==> config.mk <==
export PLATFORM = sky130hd
export DESIGN_NAME = wave_dac_spi_12b
export DESIGN_NICKNAME = d
export VERILOG_FILES = /design/src/rtl/wave_dac_pkg.sv /design/src/rtl/wave_dac_spi_12b_scale.sv /design/src/rtl/wave_dac_spi_12b.sv
export SDC_FILE = /design/constraint.sdc
export NUM_CORES = 1
export LEC_CHECK = 0
export CAP_MARGIN = 30
export CORE_MARGIN = 2
export CORE_UTILIZATION = 54
export CTS_BUF_LIST = sky130_fd_sc_hd__clkbuf_2 sky130_fd_sc_hd__clkbuf_4 sky130_fd_sc_hd__clkbuf_8
export CTS_CLUSTER_SIZE = 28
export DETAILED_ROUTE_END_ITERATION = 16
export PLACE_DENSITY = 0.93
export RECOVER_POWER = 25
export SYNTH_ARGS = -nofsm -noshare
export SYNTH_HDL_FRONTEND = slang
export SYNTH_HIERARCHICAL = 1
export SYNTH_SLANG_ARGS = --single-unit
==> constraint.sdc <==
create_clock -name clock -period 1.5 [get_ports clock]
set_input_delay 0.3 -clock clock [delete_from_list [all_inputs] [get_ports clock]]
set_output_delay 0.3 -clock clock [all_outputs]
set_load 0.005 [all_outputs]
==> src/rtl/wave_dac_pkg.sv <==
// wave_dac_pkg: shared constants and FSM encoding for the waveform-to-SPI DAC path.
package wave_dac_pkg;
  localparam logic [1:0] WAVE_SIN = 2'd0, WAVE_COS = 2'd1, WAVE_TRI = 2'd2, WAVE_SQR = 2'd3;
  localparam int FRAME_W = 16;
  localparam logic [7:0] GAIN_ONE = 8'd128;
  typedef enum logic [2:0] {IDLE, LOAD, SHIFT, CS_HOLD, LDAC} state_t;
endpackage

==> src/rtl/wave_dac_spi_12b_scale.sv <==
// wave_scale_sat: selects a waveform, applies Q1.7 gain with saturation, emits offset-binary code.
module wave_scale_sat
  import wave_dac_pkg::*;
#(
  parameter int W = 12
) (
  input  logic [1:0]   i_sel,
  input  logic [W-1:0] i_sin,
  input  logic [W-1:0] i_cos,
  input  logic [W-1:0] i_tri,
  input  logic [W-1:0] i_sqr,
  input  logic [7:0]   i_gain,
  output logic [W-1:0] o_code
);
  localparam logic signed [W+8:0] P_MAX = (W+9)'((1 << (W-1)) - 1);
  localparam logic signed [W+8:0] P_MIN = ~P_MAX;
  logic [W-1:0] w_sample, w_sat;
  logic signed [W+8:0] w_prod, w_scaled;
  always_comb begin
    w_sample = i_sel == WAVE_SIN ? i_sin : i_sel == WAVE_COS ? i_cos : i_sel == WAVE_TRI ? i_tri : i_sqr;
    w_prod = (W+9)'($signed(w_sample)) * (W+9)'($signed({1'b0, i_gain}));
    w_scaled = w_prod >>> $clog2(GAIN_ONE);
    w_sat = w_scaled > P_MAX ? P_MAX[W-1:0] : w_scaled < P_MIN ? P_MIN[W-1:0] : w_scaled[W-1:0];
    o_code = {~w_sat[W-1], w_sat[W-2:0]};
  end
endmodule

==> src/rtl/wave_dac_spi_12b.sv <==
// wave_dac_spi_12b: periodic sample tick, scaled waveform framed as 16-bit SPI to a 12-bit DAC.
// Optional `DAC_LDAC_EN adds a dac_ldac_n strobe after chip select is released.
module wave_dac_spi_12b
  import wave_dac_pkg::*;
#(
  parameter int         width      = 12,
  parameter int         CLK_DIV    = 4,
  parameter int         SAMPLE_DIV = 256,
  parameter logic [3:0] CFG_BITS   = 4'b0011
) (
  input  logic             clock,
  input  logic             resetn,
  input  logic [width-1:0] sin_in,
  input  logic [width-1:0] cos_in,
  input  logic [width-1:0] tri_in,
  input  logic [width-1:0] sqr_in,
  input  logic [1:0]       wave_sel,
  input  logic [7:0]       gain,
  input  logic             enable,
  output logic             dac_cs_n,
  output logic             dac_sclk,
  output logic             dac_mosi,
  output logic             busy,
  output logic             sample_tick
`ifdef DAC_LDAC_EN
  ,
  output logic             dac_ldac_n
`endif
);
  localparam int TW = $clog2(SAMPLE_DIV);
  localparam int CW = $clog2(2 * CLK_DIV);
  localparam int BW = $clog2(FRAME_W);
  localparam logic [CW-1:0] HALF = CW'(CLK_DIV - 1);
  localparam logic [CW-1:0] FULL = CW'(2 * CLK_DIV - 1);

  if (SAMPLE_DIV < 2*CLK_DIV*FRAME_W + 2*CLK_DIV + 2 || CLK_DIV < 1 || width + 4 != FRAME_W) begin : g_bad_cfg
    $error("wave_dac_spi_12b: SAMPLE_DIV too small for one frame, or bad CLK_DIV/width");
  end

  logic [TW-1:0]      r_tick;
  state_t             r_state, w_state_nx;
  logic [CW-1:0]      r_cnt, w_cnt_nx;
  logic [BW-1:0]      r_bit, w_bit_nx;
  logic [FRAME_W-1:0] r_sh, w_sh_nx, w_frame;
  logic [width-1:0]   w_code;
  logic               r_cs_n, r_sclk, r_mosi, r_busy;
  logic               w_sclk_nx, w_mosi_nx, w_fall, w_half_end;

  wave_scale_sat #(.W(width)) u_scale (
    .i_sel (wave_sel),
    .i_sin (sin_in),
    .i_cos (cos_in),
    .i_tri (tri_in),
    .i_sqr (sqr_in),
    .i_gain(gain),
    .o_code(w_code)
  );

  assign sample_tick = r_tick == TW'(SAMPLE_DIV - 1);
  assign w_frame     = {CFG_BITS, w_code};
  assign w_fall      = r_cnt == FULL;
  assign w_half_end  = r_cnt == HALF;
  assign dac_cs_n    = r_cs_n;
  assign dac_sclk    = r_sclk;
  assign dac_mosi    = r_mosi;
  assign busy        = r_busy;

  always_ff @(posedge clock or negedge resetn)
    if (!resetn) r_tick <= '0;
    else r_tick <= sample_tick ? '0 : r_tick + 1'b1;

  // Ticks are only honoured in IDLE, so a tick during a frame is dropped.
  always_comb begin
    w_state_nx = r_state;
    w_cnt_nx   = r_cnt;
    w_bit_nx   = r_bit;
    w_sh_nx    = r_sh;
    w_sclk_nx  = 1'b0;
    w_mosi_nx  = 1'b0;
    case (r_state)
      IDLE: w_state_nx = sample_tick && enable ? LOAD : IDLE;
      LOAD: begin
        w_state_nx = SHIFT;
        w_sh_nx    = w_frame;
        w_mosi_nx  = w_frame[FRAME_W-1];
        w_cnt_nx   = '0;
        w_bit_nx   = '0;
      end
      SHIFT: begin
        w_cnt_nx   = w_fall ? '0 : r_cnt + 1'b1;
        w_sclk_nx  = r_cnt >= HALF && !w_fall;
        w_mosi_nx  = w_fall ? r_sh[FRAME_W-2] : r_mosi;
        w_sh_nx    = w_fall ? r_sh << 1 : r_sh;
        w_bit_nx   = w_fall ? r_bit + 1'b1 : r_bit;
        w_state_nx = w_fall && &r_bit ? CS_HOLD : SHIFT;
      end
      CS_HOLD: begin
        w_cnt_nx = w_half_end ? '0 : r_cnt + 1'b1;
`ifdef DAC_LDAC_EN
        w_state_nx = w_half_end ? LDAC : CS_HOLD;
`else
        w_state_nx = w_half_end ? IDLE : CS_HOLD;
`endif
      end
`ifdef DAC_LDAC_EN
      LDAC: begin
        w_cnt_nx   = w_half_end ? '0 : r_cnt + 1'b1;
        w_state_nx = w_half_end ? IDLE : LDAC;
      end
`endif
      default: w_state_nx = IDLE;
    endcase
  end

  // Strobes are registered from the current state, so each lags its state by one clock.
  always_ff @(posedge clock or negedge resetn)
    if (!resetn) begin
      r_state <= IDLE;
      r_cnt   <= '0;
      r_bit   <= '0;
      r_sh    <= '0;
      r_cs_n  <= 1'b1;
      r_sclk  <= 1'b0;
      r_mosi  <= 1'b0;
      r_busy  <= 1'b0;
    end else begin
      r_state <= w_state_nx;
      r_cnt   <= w_cnt_nx;
      r_bit   <= w_bit_nx;
      r_sh    <= w_sh_nx;
      r_sclk  <= w_sclk_nx;
      r_mosi  <= w_mosi_nx;
      r_cs_n  <= !(r_state == LOAD || r_state == SHIFT);
      r_busy  <= r_state != IDLE;
    end

`ifdef DAC_LDAC_EN
  logic r_ldac_n;
  assign dac_ldac_n = r_ldac_n;
  always_ff @(posedge clock or negedge resetn)
    if (!resetn) r_ldac_n <= 1'b1;
    else r_ldac_n <= r_state != LDAC;
`endif
endmodule
==> metrics.txt, run 1 <==
cell with the largest stage delay on the worst path sky130_fd_sc_hd__mux4_2; Critical Path, Cell by Cell dlygate4sd2_1 > mux4_2 > and2_4 > fa_1 > fa_1 > fa_1 > inv_2 > fa_1 > inv_2 > ha_4 > a211oi_4 > o31ai_4 > a211oi_2 > o21ai_2 > a31o_4 > a22o_1 > a21oi_4 > clkbuf_16 > a21o_1 > mux2i_1 > o21ai_1; first element of the critical path sqr_in[8]; number of fillers in the final layout 565; number of nets with antenna violations after detailed routing 0; Yosys warning count 6; result of the run finished, violations left; worst setup path category in2reg; final worst clock skew 0.00539 ns; maximum number of pins on one net before global-route repair 37; Tmin final 5.56 ns; number of standard cells after synthesis 596; max-slew violation count 0; post-synthesis sequential element count 36; fraction of synthesized cell area taken by the top area cell type 27.5%; GR peak layer met2; crit-path max cell delay 0.61 ns; worst path required time 1.72 ns; Critical Path Sink Type flop; number of library cell types mapped by synthesis 51; worst setup path end r_sh[4]; Clock Path Buffers 2; via/cell ratio 6.10; worst reg2reg setup slack -0.14 ns; WL final 20100 um; source of the worst hold timing path r_tick[5]; effective utilization at floorplan 55.0%; I/O pins 66; cell repeated most along the worst path sky130_fd_sc_hd__fa_1; most frequently used cell type in the post-synthesis netlist sky130_fd_sc_hd__inv_1; per-cell routed wire length 22.2 um; initial antenna violation count 0; grt ovf 0; input/output buffers 65; Global Route Usage Sum 34.3%; clock latency on the worst-skew pair 0.29 ns; top post-synthesis cells by area sky130_fd_sc_hd__fa_1, sky130_fd_sc_hd__dfrtp_1, sky130_fd_sc_hd__ha_1, sky130_fd_sc_hd__inv_1, sky130_fd_sc_hd__and2_1; worst slew pin tran 0.891 ns; worst-case setup margin in the final layout -4.06 ns; Setup crit start kind input port; Antenna Diode Count 0; violated checks negative setup slack; die footprint 11200 um2; Net count, final 955; die width 106 um; wire length of the first global-routing pass 30000 um; # clock sinks 36; count of placed standard cells including taps 860; Global Route met3 Usage 5.32%; core area 10200 um2; TritonCTS clock tree done; Std-Cell Rows 37; fmax 0.180 GHz; Sequential cell area 903 um2; Final setup viols 13; CTS H-tree lvls 2; root buffer selected by CTS sky130_fd_sc_hd__clkbuf_8; Post-CTS Hold Fix Bufs 0; fraction of final layout cells with drive strength greater than 1 32.1%; routed via count 5519; share of the cycle needed by the critical path after routing 371%; first-pass iteration count of the detailed router 5; total standard cell area after synthesis 5600 um2; sequential share of the synthesized area 16.1%; tightest hold margin 0.527 ns; data arrival time of the worst path 5.78 ns; largest fanout of any net on the critical path 5; logic depth of the worst register-to-register path 6; iteration-0 DRC count of the detailed router 687; area delta synth->final 40.3%; fraction of synthesis flops using an asynchronous set or reset pin 100%; gpl congestion 0.882; Final Non-Filler Cells 905; max-cap violation count 0; number of enable flip-flop cells after synthesis 0; commonest cells in the synthesized netlist sky130_fd_sc_hd__inv_1, sky130_fd_sc_hd__fa_1, sky130_fd_sc_hd__nand2_1; area of the multi-input gates 4580 um2; most used flip-flop cell after synthesis sky130_fd_sc_hd__dfrtp_1; count of cells along the worst hold path 1; Post-Syn Nets 783; Sum Neg Setup Slack -48.14 ns; number of CTS-inserted buffers 5; global-route track usage on met1 37.2%; vias in the first global route 6134; startpoint of the worst register-to-register path r_cnt[1]; number of remaining DRC errors 0; cell accounting for the most synthesized area sky130_fd_sc_hd__fa_1; kind of path behind the tightest hold check reg2reg; worst slack, placed -4.86 ns; Reg clk slew, reported paths 0.08 ns; met2 demand-to-capacity share in global routing 61.7%; reg2reg end r_sh[8]; unrepaired setup endpoints after global routing yes; average footprint of a synthesized cell 9.40 um2; detailed-placement wirelength estimate 12000 um; final number of hold-violating endpoints 0; tightest slew margin relative to the limit 40.6%; Die Ht 106 um
[repair_timing]
item	in CTS	in global routing
gates resized for setup	120	28
gates cloned	3	0
pin swaps	50	14
endpoints found under the setup margin	18	19
setup buffers	29	5
endpoints found under the hold margin	0	0
[how the worst min path moves through the flow]
| stage | to | slack [ns] |
|---|---|---|
| floorplan | busy | 0.004 |
| global placement | r_sh[1] | 0.47 |
| detailed placement | r_tick[1] | 0.49 |
| CTS | r_bit[3] | 0.39 |
| global route | r_tick[5] | 0.55 |
| finish | r_tick[5] | 0.53 |
[cell families (layout without fill, tap and decap cells)]
logic type               count (synthesis)  in the layout  share of synthesized area [%]
AO/OA/AOI/OAI                           85             85                           10.2
XOR/XNOR                                23             23                           3.60
adder cells (fa/ha/maj)                126            126                           38.5
buffers and inverters                  144            317                           10.0
flip-flops                              36             36                           16.1
multiplexers                            30             30                           8.09
AND/OR/NAND/NOR                        152            152                           13.6
[sequential cells by signal, indices dropped and copies added (netlist names)]
register / flops
r_tick: 8
dac_sclk: 1
r_cnt: 3
r_bit: 4
r_state: 2
busy: 1
dac_mosi: 1
dac_cs_n: 1
r_sh: 15
[critical path, delay by kind of cell]
family,cells,cell delay [ns]
AOI/OAI and AO/OA,9,1.69
adders and majority gates,5,2.30
buffers and inverters,4,0.58
muxes,2,0.70
and+or+nand+nor,1,0.21
[through the flow]
stage / cell area, um2 / util, %
4_1_cts: 7760 / 76.2
2_1_floorplan: 5810 / -
5_1_grt: 7860 / 77.1
3_5_place_dp: 7150 / 70.2
3_3_place_gp: 7150 / 70.2
6_report: 7860 / 77.1
[cell type report]
class	instances	share of cell area, %
clock buffer	6	1.05
clock inverter	2	0.127
timing repair buffer	183	20.7
multi-input combinational	416	58.3
tap	136	2.17
inverter	126	6.08
sequential	36	11.5
[layer usage]
layer	vias to the layer above	part of all wire, %
li1	2234	-
met1	2675	32
met2	413	49
met3	197	8.1
met4	0	10
met5	-	0
[cells in the final DEF (no fill, tap or decap), drive strengths merged, types with 4 or more instances in the layout]
cell           count
ha                49
nor3               5
buf              119
nor2               8
xor2               7
and2              46
nand2             74
o21ai             27
nand2b             5
a21oi             16
a21o              14
fa                77
clkbuf             9
clkdlybuf4s50     16
inv              126
mux4              12
a22o               4
xnor2             16
dlygate4sd2       40
nand3              7
mux2i             16
a211oi             4
dfrtp             35
Power of run 1 is left out: the tool's default activity adds up to more than one toggle a clock period on the data nets, which glitch-free logic cannot reach.
==> run 2, diff against run 1 <==
--- a/config.mk
+++ b/config.mk
@@ -11,6 +11,7 @@
 export CTS_BUF_LIST = sky130_fd_sc_hd__clkbuf_2 sky130_fd_sc_hd__clkbuf_4 sky130_fd_sc_hd__clkbuf_8
 export CTS_CLUSTER_SIZE = 28
 export DETAILED_ROUTE_END_ITERATION = 16
+export GPL_ROUTABILITY_DRIVEN = 0
 export PLACE_DENSITY = 0.93
 export RECOVER_POWER = 25
 export SYNTH_ARGS = -nofsm -noshare
==> run 2 against run 1 <==
  * The run still ends with negative setup slack left
  * Sequential share of layout area decreased by 0.15 points
  * Register-to-register slack about the same
  * Via count rose by 2.0%
  * Flip-flop and latch count unchanged
  * Final area up 1.4%
  * Largest cell class unchanged
  * Highest routed layer unchanged
==> metrics.txt, run 2 (synthesis results as in run 1) <==
per-cell routed wire length 22.8 um (was 22.2 um); root buffer selected by CTS sky130_fd_sc_hd__clkbuf_8 (unchanged); Critical Path Sink Type flop (unchanged); Post-CTS Hold Fix Bufs 0 (unchanged); final worst clock skew 0.00858 ns (was 0.00539 ns); most common cell after layout, fill and taps aside sky130_fd_sc_hd__inv_1 (unchanged); Global Route Usage Sum 36.5% (was 34.3%); clock latency on the worst-skew pair 0.31 ns (was 0.29 ns); input/output buffers 65 (unchanged); WL final 20700 um (was 20100 um); count of cells along the worst hold path 1 (unchanged); max-cap violation count 0 (unchanged); Clock Path Buffers 2 (unchanged); initial antenna violation count 1 (was 0); TritonCTS clock tree done (unchanged); number of nets with antenna violations after detailed routing 0 (unchanged); effective utilization at floorplan 55.0% (unchanged); grt ovf 0 (unchanged); area delta synth->final 42.2% (was 40.3%); fraction of final layout cells with drive strength greater than 1 33.8% (was 32.1%); tightest slew margin relative to the limit 40.7% (was 40.6%); number of remaining DRC errors 0 (unchanged); Die Ht 106 um (unchanged); Final setup viols 15 (was 13); Reg clk slew, reported paths 0.07 ns (was 0.08 ns); # clock sinks 36 (unchanged); wire length of the first global-routing pass 31100 um (was 30000 um); largest fanout of any net on the critical path 7 (was 5); number of CTS-inserted buffers 5 (unchanged); logic depth of the worst register-to-register path 6 (unchanged); kind of path behind the tightest hold check reg2reg (unchanged); routed via count 5627 (was 5519); CTS H-tree lvls 2 (unchanged); post-detailed-placement cell area 7160 um2 (was 7150 um2); Setup crit start kind input port (unchanged); iteration-0 DRC count of the detailed router 631 (was 687); final number of hold-violating endpoints 0 (unchanged); worst path required time 1.68 ns (was 1.72 ns); die width 106 um (unchanged); vias in the first global route 6110 (was 6134); worst slew pin tran 0.890 ns (was 0.891 ns); die footprint 11200 um2 (unchanged); max-slew violation count 0 (unchanged); maximum number of pins on one net before global-route repair 37 (unchanged); violated checks negative setup slack (unchanged); Std-Cell Rows 37 (unchanged); Net count, final 958 (was 955); number of flip-flops under the largest register name 15 (unchanged); Finished Cell Area 7960 um2 (was 7860 um2); tightest hold margin 0.537 ns (was 0.527 ns); detailed-placement wirelength estimate 12300 um (was 12000 um); via/cell ratio 6.19 (was 6.10); unrepaired setup endpoints after global routing yes (unchanged); Tmin final 5.60 ns (was 5.56 ns); first-pass iteration count of the detailed router 9 (was 5); data arrival time of the worst path 5.78 ns (about the same); fmax 0.179 GHz (was 0.180 GHz); share of the cycle needed by the critical path after routing 373% (was 371%); core area 10200 um2 (unchanged); worst setup path category in2reg (unchanged); commonest cells after routing, fill and taps aside sky130_fd_sc_hd__inv_1, sky130_fd_sc_hd__buf_4, sky130_fd_sc_hd__fa_1, sky130_fd_sc_hd__nand2_1, sky130_fd_sc_hd__dlygate4sd2_1 (unchanged); worst-case setup margin in the final layout -4.10 ns (was -4.06 ns); largest registers ranked by flip-flop count r_sh (15), r_tick (8), r_bit (4) (unchanged); Most flops, register r_sh (unchanged); Post-Route Utilization 78.2% (was 77.1%); result of the run finished, violations left (unchanged); I/O pins 66 (unchanged)
[run 2: per-stage QoR]
step,worst slack (ns),setup TNS (ns),std cells
3_3_place_gp,-4.52,-53.60,862
4_1_cts,-3.79,-44.83,894
6_report,-4.10,-48.06,909
3_5_place_dp,-4.86,-57.54,862
2_1_floorplan,-3.61,-42.82,596
5_1_grt,-4.18,-49.42,909
[run 2: final cells by class]
class | count | area [um2]
well taps | 136 | 170
fillers | 552 | 2220
inverters | 126 | 473
flip-flops and latches | 36 | 903
multi-input cells | 417 | 4690
clock inverters | 2 | 35.0
repair buffers | 185 | 1610
diodes | 1 | 2.50
clock buffers | 6 | 76.3
[run 2: path summary, 6_finish.rpt]
check	to	startpoint	slack, ns
min	r_tick[5]	r_tick[5]	0.54
min reg2reg	r_tick[5]	r_tick[5]	0.54
min in group asynchronous	r_sh[0]	resetn	0.64
max in group asynchronous	r_cnt[2]	resetn	0.25
max	r_sh[6]	wave_sel[0]	-4.10
max reg2reg	r_sh[8]	r_state[1]	-0.13
[run 2: layer usage]
metal	global-route usage (%)	part of all wire [%]	vias up	wire length (um)
met4	22.6	8.8	0	1830
met1	39.3	33	2724	6800
met2	64.4	49	463	10200
met5	0	0	-	0
met3	8.72	8.9	186	1850
li1	-	-	2254	-
[run 2: worst max-delay path, stage by stage]
cell and delay (ns):
sky130_fd_sc_hd__buf_8 0.09, sky130_fd_sc_hd__buf_12 0.13, sky130_fd_sc_hd__mux4_2 0.62, sky130_fd_sc_hd__and2_4 0.22, sky130_fd_sc_hd__fa_2 0.61, sky130_fd_sc_hd__inv_2 0.08, sky130_fd_sc_hd__fa_1 0.49, sky130_fd_sc_hd__inv_1 0.07
sky130_fd_sc_hd__fa_1 0.49, sky130_fd_sc_hd__inv_1 0.06, sky130_fd_sc_hd__fa_1 0.51, sky130_fd_sc_hd__inv_2 0.05, sky130_fd_sc_hd__ha_4 0.27, sky130_fd_sc_hd__buf_4 0.12, sky130_fd_sc_hd__nand2_1 0.11, sky130_fd_sc_hd__nor3_2 0.36
sky130_fd_sc_hd__a31o_4 0.23, sky130_fd_sc_hd__buf_6 0.12, sky130_fd_sc_hd__xnor2_4 0.14, sky130_fd_sc_hd__buf_6 0.14, sky130_fd_sc_hd__o21ai_4 0.07, sky130_fd_sc_hd__a21o_1 0.22, sky130_fd_sc_hd__mux2i_1 0.19, sky130_fd_sc_hd__o21ai_1 0.09
[run 2: timing repair]
action | in CTS | in global routing
endpoints found under the setup margin | 18 | 23
setup buffers | 21 | 14
resized for setup | 125 | 46
gates cloned | 3 | 0
pin swaps | 40 | 44
Power of run 2 is left out for the same reason.
==> edit: new RTL, settings of run 1 <==
Remove the register `r_cs_n`: a continuous assignment takes its place, so the output `dac_cs_n` follows one clock earlier.
--- a/src/rtl/wave_dac_spi_12b.sv
+++ b/src/rtl/wave_dac_spi_12b.sv
@@ -119,7 +119,6 @@
       r_cnt   <= '0;
       r_bit   <= '0;
       r_sh    <= '0;
-      r_cs_n  <= 1'b1;
       r_sclk  <= 1'b0;
       r_mosi  <= 1'b0;
       r_busy  <= 1'b0;
@@ -130,9 +129,10 @@
       r_sh    <= w_sh_nx;
       r_sclk  <= w_sclk_nx;
       r_mosi  <= w_mosi_nx;
-      r_cs_n  <= !(r_state == LOAD || r_state == SHIFT);
       r_busy  <= r_state != IDLE;
     end
+
+  assign r_cs_n = !(r_state == LOAD || r_state == SHIFT);
 
 `ifdef DAC_LDAC_EN
   logic r_ldac_n;
Function: no difference found for any inputs over 10 cycles, from zero or initial values and one cycle with resetn low; that may be too few to reach the edited logic, so the function may still have changed.
==> edit against run 1 <==
- the flow still finishes with violations (negative setup slack)
- non-clock buffer count up 19
- final area up 4.0%
- synthesized area down 0.42%
- wire length up 11%
- core utilization up 3.1 points
- sequential share of layout area down 0.76 points
- first-iteration DRC count up 4.4%
- sequential cell count down 1
- synthesized cell count down 0.34%
- die area down 0.42%
- setup slack worse by 0.18 ns
Power is not shown: default switching activity piles up to over one toggle a cycle in this logic, so the estimate is an artifact.
==> edit: results (changes against run 1) <==
[drt]
routed_via_density = 6.23  ; +2.2%
wl_met1_mm = 7.36  ; +13%
wl_per_cell_um = 24.2  ; +9.0%
wl_met3_mm = 2.10  ; +29%
drt-initial-drc-count = 717  ; +4.4%
wl_met2_mm = 10.8  ; +9.9%
dr.pass1.iters = 6  ; +1

[clocking]
clk_latency_ns = 0.31  ; +0.02 ns
clockRootBuffer = clkbuf_8
htree_num_levels = 2  ; unchanged
cts_buffers = 5  ; unchanged

[global_routing]
grt_start_max_net_pins = 36  ; -2.7%
met3_usage = 0.0618  ; +0.00866
grt_pass1_wl_mm = 32.5  ; +8.4%
grtUsageTotal = 0.378  ; +0.0350
grt_use_met1 = 0.415  ; +0.0436
grt_pass1_vias = 6308  ; +2.8%
grtUsageMet2 = 0.671  ; +0.0539

[cells_and_area]
buf_share = 0.219  ; +0.0113
n_all_inverters = 128  ; +1.6%
multiInputCombCellCount = 414  ; -0.48%
nFillCells = 496  ; -12%
clock_area_frac = 0.0127  ; +0.000925
drive_gt1_frac = 0.361  ; +0.0397
num-clock-buffers = 7  ; +1
multi_input_area_um2 = 4740  ; +3.5%
top_regs = r_sh x15, r_tick x8, r_bit x4
nNonClkBuffers = 202  ; +10%
nets = 973  ; +1.9%
seq_area_frac = 0.107  ; -0.00764

[sta]
final.setup_skew_ns = 0.0107  ; +0.00535 ns
tns_ns = -50.18  ; -2.04 ns
setup-violations-final = 21  ; +8
finalWorstSetupSlack_ns = -4.24  ; -0.183 ns
worstMarginPinSlew_ns = 0.892  ; +0.00134 ns

[critical_path]
r2r-start = r_state[0]
startpoint = cos_in[3]
worst_path_max_delay_cell = fa_1
cp_max_fo = 6  ; +1
worst-endpoint-arrival_ns = 5.95  ; +0.17 ns

[placed_design]
dpl.hpwl_mm = 13.1  ; +9.2%
finalWeightedCongestion = 0.906  ; +2.7%

[synthesis]
ys_types = 50  ; -2.0%
seq_area_frac_synth = 0.157  ; -0.00403
synth_nets = 781  ; -0.26%
netlist_top_cells_area = fa_1 (28%), dfrtp_1 (16%), ha_1 (11%)
synthTopCellsByCount = inv_1 (128), fa_1 (77), nand2_1 (73), ha_1 (49), and2_1 (46)
yosys_most_used_dff = dfrtp_1
ys_ff_latch = 35  ; -2.8%

[run_status]
status = finished with violations
violations = negative setup slack

[hold_path]
hold_start = r_sh[8]

==> edit: changes by cell type in the layout (fill, tap and decap cells not counted), moves of 3 or more <==
cell	change
fa_1	-5
nand2_2	-3
buf_4	+18
xnor2_2	-4
buf_12	+3
nand3_1	-3
nand2_4	+3
fa_2	+5
o21ai_0	-3
nand2b_1	-3
clkdlybuf4s15_1	+3
dlygate4sd2_1	-3
==> edit: path summary, 6_finish.rpt <==
check,endpoint,slack (ns),cells after the start
worst max-delay path,r_sh[11],-4.24,22
worst min-delay path,r_sh[8],0.54,2
worst max register to register,r_sh[4],-0.27,7
worst min register to register,r_sh[8],0.54,2
max in group asynchronous,r_cnt[1],0.24,2
min in group asynchronous,r_sh[3],0.65,2
==> edit: worst min-delay path, delay by kind of cell (launching register included) <==
kind	cells	cell delay (ns)
compound gates	1	0.07
flops	1	0.36
simple gates	1	0.07
==> edit: metrics by stage <==
step	cell area, µm²	instances	worst slack (ns)	util
2_1_floorplan	5850	594	-3.63	-
3_3_place_gp	7310	872	-4.48	0.718
3_5_place_dp	7310	872	-4.80	0.718
4_1_cts	7880	910	-3.89	0.773
5_1_grt	8170	923	-4.38	0.802
6_report	8170	923	-4.24	0.802
==> edit: logic make-up after synthesis <==
kind of cell,after synthesis,synth area share
multiplexers,31,0.0832
adder cells (fa/ha/maj),126,0.386
flip-flops,35,0.157
AND/OR/NAND/NOR,149,0.135
XOR/XNOR,24,0.0377
buffers and inverters,146,0.101
AO/OA/AOI/OAI,83,0.0994
==> edit: repair_timing <==
action / 4_1_cts / 5_1_grt
pin swaps: 73 / 66
resized for setup: 118 / 55
gates cloned: 2 / 1
endpoints found under the setup margin: 21 / 20
buffers inserted: 29 / 14
